$ cat src/rtl/ce_frame_arb.sv
// ce_frame_arb: two-requester frame arbiter for the CE chain. Grants whole
// Avalon-ST frames round-robin and forwards them through one register stage.
// Latency 1 clk per beat. Backpressure: the granted port sees !m_valid || m_ready.
// Ports:
//   clk, rst             single clock; asynchronous active-high reset
//   s0_*/s1_*            requester framing (valid/ready/sop/eop), error,
//                        real/imag samples and frame length (fftpts)
//   m_*                  sink side; m_chan reports the granted requester
//   frame_done           pulses while the eop beat is taken on the m side
//   len_err              pulses with the beat that violated the frame length
// Optional build macro CE_ARB_LEN_CHECK_EN adds the frame-length checker.
module ce_frame_arb #(
  parameter int wData = 16
) (
  input  logic             clk,
  input  logic             rst,
  input  logic             s0_valid,
  input  logic             s0_sop,
  input  logic             s0_eop,
  output logic             s0_ready,
  input  logic [1:0]       s0_error,
  input  logic [wData-1:0] s0_real,
  input  logic [wData-1:0] s0_imag,
  input  logic [11:0]      s0_fftpts,
  input  logic             s1_valid,
  input  logic             s1_sop,
  input  logic             s1_eop,
  output logic             s1_ready,
  input  logic [1:0]       s1_error,
  input  logic [wData-1:0] s1_real,
  input  logic [wData-1:0] s1_imag,
  input  logic [11:0]      s1_fftpts,
  output logic             m_valid,
  output logic             m_sop,
  output logic             m_eop,
  input  logic             m_ready,
  output logic [1:0]       m_error,
  output logic [wData-1:0] m_real,
  output logic [wData-1:0] m_imag,
  output logic [11:0]      m_fftpts,
  output logic             m_chan,
  output logic             frame_done,
  output logic             len_err
);

  typedef enum logic {IDLE, BUSY} state_t;

  state_t      state, state_n;
  logic        g, g_n;
  logic        rr, rr_n;
  logic [11:0] fftpts_q, fftpts_n;
  logic        first_q, first_n;   // next beat taken is the first of the frame
`ifdef CE_ARB_LEN_CHECK_EN
  logic [11:0] cnt_q, cnt_n;
`endif

  // Beat presented by the granted requester.
  logic             sel_valid, sel_sop, sel_eop;
  logic [1:0]       sel_err;
  logic [wData-1:0] sel_real, sel_imag;

  assign sel_valid = g ? s1_valid : s0_valid;
  assign sel_sop   = g ? s1_sop   : s0_sop;
  assign sel_eop   = g ? s1_eop   : s0_eop;
  assign sel_err   = g ? s1_error : s0_error;
  assign sel_real  = g ? s1_real  : s0_real;
  assign sel_imag  = g ? s1_imag  : s0_imag;

  logic c0, c1, win, out_free, acc, len_flag, force_eop;

  assign c0       = s0_valid & s0_sop;
  assign c1       = s1_valid & s1_sop;
  // Single candidate wins outright; on a tie the round-robin pointer decides.
  assign win      = (c0 & c1) ? rr : c1;
  assign out_free = !m_valid || m_ready;

  always_comb begin
    state_n   = state;
    g_n       = g;
    rr_n      = rr;
    fftpts_n  = fftpts_q;
    first_n   = first_q;
    s0_ready  = 1'b0;
    s1_ready  = 1'b0;
    acc       = 1'b0;
    len_flag  = 1'b0;
    force_eop = 1'b0;
`ifdef CE_ARB_LEN_CHECK_EN
    cnt_n     = cnt_q;
`endif
    case (state)
      IDLE: begin
        // Beats without sop cannot open a frame; swallow them.
        s0_ready = s0_valid & !s0_sop;
        s1_ready = s1_valid & !s1_sop;
        if (c0 | c1) begin
          state_n  = BUSY;
          g_n      = win;
          fftpts_n = win ? s1_fftpts : s0_fftpts;
          first_n  = 1'b1;
`ifdef CE_ARB_LEN_CHECK_EN
          cnt_n    = 12'd0;
`endif
        end
      end
      BUSY: begin
        if (g) s1_ready = out_free;
        else   s0_ready = out_free;
        acc = sel_valid & out_free;
        if (acc) begin
          first_n = 1'b0;
`ifdef CE_ARB_LEN_CHECK_EN
          cnt_n = cnt_q + 12'd1;
          if (sel_eop && (cnt_q + 12'd1 != fftpts_q)) len_flag = 1'b1;
          if (!sel_eop && (cnt_q + 12'd1 == fftpts_q)) begin
            force_eop = 1'b1;
            len_flag  = 1'b1;
          end
`endif
          if (sel_eop || force_eop) begin
            state_n = IDLE;
            rr_n    = !g;
          end
        end
      end
      default: state_n = IDLE;
    endcase
    // Nothing is accepted while reset is held.
    if (rst) begin
      s0_ready = 1'b0;
      s1_ready = 1'b0;
    end
  end

  always_ff @(posedge clk or posedge rst) begin
    if (rst) begin
      state    <= IDLE;
      g        <= 1'b0;
      rr       <= 1'b0;
      fftpts_q <= 12'd0;
      first_q  <= 1'b0;
`ifdef CE_ARB_LEN_CHECK_EN
      cnt_q    <= 12'd0;
`endif
    end else begin
      state    <= state_n;
      g        <= g_n;
      rr       <= rr_n;
      fftpts_q <= fftpts_n;
      first_q  <= first_n;
`ifdef CE_ARB_LEN_CHECK_EN
      cnt_q    <= cnt_n;
`endif
    end
  end

  // Output register stage: loads only on acceptance, so it holds while stalled.
  always_ff @(posedge clk or posedge rst) begin
    if (rst) begin
      m_valid  <= 1'b0;
      m_sop    <= 1'b0;
      m_eop    <= 1'b0;
      m_error  <= 2'b00;
      m_real   <= '0;
      m_imag   <= '0;
      m_fftpts <= 12'd0;
      m_chan   <= 1'b0;
      len_err  <= 1'b0;
    end else begin
      len_err <= acc & len_flag;
      if (acc) begin
        m_valid  <= 1'b1;
        // A repeated sop inside a frame is demoted and flagged on error[0].
        m_sop    <= sel_sop & first_q;
        m_eop    <= sel_eop | force_eop;
        m_error  <= sel_err | {len_flag, sel_sop & !first_q};
        m_real   <= sel_real;
        m_imag   <= sel_imag;
        m_fftpts <= fftpts_q;
        m_chan   <= g;
      end else if (m_ready) begin
        m_valid <= 1'b0;
      end
    end
  end

  assign frame_done = m_valid & m_ready & m_eop;

endmodule

$ cat config.mk
export PLATFORM = sky130hd
export DESIGN_NAME = ce_frame_arb
export DESIGN_NICKNAME = d
export VERILOG_FILES = /design/src/rtl/ce_frame_arb.sv
export SDC_FILE = /design/constraint.sdc
export NUM_CORES = 1
export LEC_CHECK = 0
export CORE_ASPECT_RATIO = 0.75
export CORE_UTILIZATION = 35
export DETAILED_ROUTE_END_ITERATION = 6
export GPL_ROUTABILITY_DRIVEN = 1
export PLACE_DENSITY = 0.7
export SYNTH_ARGS = -nofsm -noshare
export SYNTH_HDL_FRONTEND = slang
export SYNTH_SLANG_ARGS = --single-unit
$ cat constraint.sdc
create_clock -name clk -period 4.5 [get_ports clk]
set_input_delay 1.35 -clock clk [delete_from_list [all_inputs] [get_ports clk]]
set_output_delay 1.35 -clock clk [all_outputs]
set_load 0.005 [all_outputs]
# == Yosys cells after proc, flatten, opt, wreduce, memory -nomap -nowiden ==
# Cells that the tools add are included.
# classes
n_eq_ne,2
n_mux,24
bitwise,13
n_reduce_logical,10
# op_table
op,count
$mux 16,2
$mux 1,16
$mux 12,1
$and 1x1->1,10
$pmux 1 s2,4
$logic_not 1->1,5
$reduce_and 2->1,2
$reduce_and 3->1,1
$mux 2,1
$ne 2x1->1 const B,1
$ne 2x2->1 const B,1
$or 2x1->2,1
$reduce_bool 2->1,1
$logic_or 1x1->1,1
$not 1->1,1
$or 1x1->1,1
# totals
ff_bits,66
elab_cells,62

# == Logic depth before layout (Yosys ltp) ==
# depth
ltp_word,5
ltp_mapped,6

# == Worst setup path before layout ==
# Ideal clock, no wire load.
# synth_path
kind,input port to output port
startpoint,in m_ready
endpoint,out s1_ready
arrival_time_ns,2.128
required_ns,3.150
path_slack_ns,1.022
cell_stages,5
path_cell_list,nand2b_1 > buf_2 > buf_1 > a32oi_1 > nor2_1
# synth_via
elab_chain_len,4
# synth_lines
element,line,rtl
from (decl),36,"input logic m_ready,"
$logic_or 1x1->1,75,assign out_free = !m_valid || m_ready;
$mux 1,107,if (g) s1_ready = out_free;
$pmux 1 s2,91,case (state)
$mux 1,129,if (rst) begin
to (decl),28,"output logic s1_ready,"
# Every way passes these cells.

# == Worst setup path after layout ==
# layout_path
startpoint,in s0_valid
endpoint,out s0_ready
# layout_via
elab_chain_len,3
# layout_lines
element,line,rtl
from (decl),17,"input logic s0_valid,"
$and 1x1->1,94,s0_ready = s0_valid & !s0_sop;
$pmux 1 s2,91,
$mux 1,129,
to (decl),20,"output logic s0_ready,"
# Every way passes these cells.

==> impl_metrics.ini <==
[grt]
antenna_found_initial = 0
grt_pass1_vias = 3062
track_usage_pct = 21.1
grt.overflow.total = 0
grt_pass1_wl_um = 15900
grt_max_degree = 40

[critical_path]
crit_chain = clkdlybuf4s50_1, nor3b_1, a31oi_1, nor2_1, clkdlybuf4s50_1
path_buf_inv = 2
cpMostUsedCell = clkdlybuf4s50_1
arrival_ns = 2.89
start_kind = primary input
r2r_slack_ns = 2.00
rr_startpoint = g$_DFFE_PP0P_
critPathRequiredTime_ns = 3.15
max_stage_delay_ns = 0.58
worstRegToRegCells = 4
end_kind = output pin
cp_max_fo = 6
reg2reg_to = m_sop$_DFFE_PP0P_
path_class = primary input to output pin
crit_family = buffers and inverters
critPathSlowestCell = clkdlybuf4s50_1

[place]
portBuffers = 153
dp_hpwl_um = 6990
gp_congestion = 0.778
pre_cts_slack_ns = 0.296

[logic_synthesis]
synth_nets = 392
async_reset_ff_share_pct = 100
synth_cells = 291
synth_top_area_cell = dfrtp_1
synth_top_flop_cell = dfrtp_1
synth_common_cells = 66 x dfrtp_1, 38 x a31oi_1, 35 x a21oi_1
yosysUniqueCellTypes = 36
ys_ff_latch = 66
netlist.area_leader.share_pct = 50.2
synth_edf_count = 0
yosys.cell_count.top_type = dfrtp_1
yosysSeqAreaShare_pct = 50.2
syn_area_um2 = 3290
synthTopCellsByArea = dfrtp_1 50%, mux2i_1 10%, a31oi_1 7.2%
ys_warn_count = 0
avgSynthCellArea_um2 = 11.3

[timing]
fmax_mhz = 236
worstMarginPinSlew_ns = 0.992
final-hold-violation-count = 0
whs_ns = 0.502
rsz0062_at_grt = no
slew_headroom_pct = 33.6
period_minus_slack_ns = 4.24
worst_slack_ns = 0.262
layout_worst_path_cycle_share_pct = 94.2
slew_viol_final = 0
finClkSkew_ns = 0.00384
final.setup.tns_ns = 0
setup_viol_count_final = 0

[route]
routed_wl_um = 9980
wire_per_inst_um = 17.7
drt_iter0_markers = 117
drt-pass1-iter-count = 4
route.detailed.drc = 0
avgViaCountPerCell = 5.30
vias = 2982
detail-route-antenna-nets = 0

[clock_network]
clk_pin_slew_ns = 0.05
cts_tree = built
clock-sinks = 66
cts-root-buf = clkbuf_16
clockBufferDepth = 2
htree_levels = 3
cts-resized-gates = 0
cts_hold_buf = 0
post-cts-setup-buffer-count = 0
cts_buffers = 9
clkLatencyLatePin_ns = 0.32

[worst_hold_path]
hold_path.startpoint = m_fftpts[0]$_DFFE_PP0P_
min_path_cells = 1
min_path_type = flop to flop
holdPathEnd = m_fftpts[0]$_DFFE_PP0P_

[layout]
area_growth_pct = 55.8
nets = 531
num_antenna_cells = 0
final_util_pct = 56.4
nFillCells = 805
drive_gt1_share_pct = 10.1

[floorplan]
dieArea_um2 = 9790
die_y_um = 85.9
fp-row-count = 30
ios = 155
start_util_pct = 36.2
core_um2 = 9080
fp.dieW_um = 114

[power]
p_leak_nw = 2.04
p_per_area_nw_per_um2 = 633
ir_drop_v = 0.000272
report.power.total_mw = 3.24

[outcome]
status = finished clean

[job]
cap_violations = 0
how the worst max path moves through the flow:
stage,start,end,slack [ns],depth (start not counted)
final,s0_valid,s0_ready,0.26,5
after global routing,s0_valid,s0_ready,0.20,5
after floorplan,m_ready,s1_ready,1.02,5
after detailed placement,s0_valid,s0_ready,0.30,5
after global placement,s0_valid,s0_ready,0.32,5
after CTS,s0_valid,s0_ready,0.28,5
cell families after synthesis:
logic type / after synthesis / share of synthesized area (%)
mux: 48 / 16.3
buf+inv: 38 / 6.47
simple gates: 19 / 3.66
compound gates: 119 / 23.2
flops: 66 / 50.2
other cells: 1 / 0.114
per-stage QoR:
step / cells / instance area (um^2)
after floorplan: 291 / 3290
after global placement: 547 / 4850
after detailed placement: 547 / 4850
after CTS: 563 / 5120
after global routing: 563 / 5120
final: 563 / 5120
cell type report:
cell class	count	area (um^2)	area share (%)
sequential	66	1650	32.3
timing repair buffer	161	1590	31.1
multi-input combinational	187	1430	27.8
clock buffer	11	243	4.74
tap	128	160	3.13
clock inverter	5	30.0	0.586
inverter	5	18.8	0.366
where the power goes:
part           total [mW]  internal, mW  switching (mW)
clock               0.633         0.384           0.249
sequential           1.08         0.892           0.192
combinational        1.52         0.876           0.649
total                3.24          2.15            1.09
layer usage:
metal  wire (um)  track usage (%)  vias to the layer above
met5           0                0                        -
met4          96             7.08                        0
met3         629             5.58                        7
met2        4780             34.4                      112
met1        4470             27.4                     1478
li1            -                -                     1385
layout by cell type (no fill, tap or decap), drive strengths merged:
cell / n
a32oi: 1
o22ai: 1
dfrtp: 66
mux2: 14
clkdlybuf4s50: 153
clkinv: 3
a2bb2oi: 13
nor2: 5
inv: 5
a21oi: 35
mux2i: 34
nand2: 2
a211o: 2
nand2b: 1
o2bb2ai: 1
nor2b: 1
nand3: 3
nand3b: 1
and3b: 1
o21ai: 13
and3: 3
a311oi: 12
and2: 1
clkbuf: 11
a22oi: 1
clkinvlp: 2
a41oi: 1
nor3b: 1
a31oi: 38
buf: 8
a31o: 1
conb: 1
registers in the layout, indices dropped and copies added (netlist names):
register	count
fftpts_q	12
first_q	1
g	1
m_chan	1
m_eop	1
m_error	2
m_fftpts	12
m_imag	16
m_real	16
m_sop	1
m_valid	1
rr	1
state	1
worst register-to-register path, cell delays in order (launching register included):
cell,delay (ns)
dfrtp_2,0.36
buf_4,0.51
mux2_4,0.60
and3_4,0.56
mux2_4,0.35
Power figures use the tool's default switching activity.
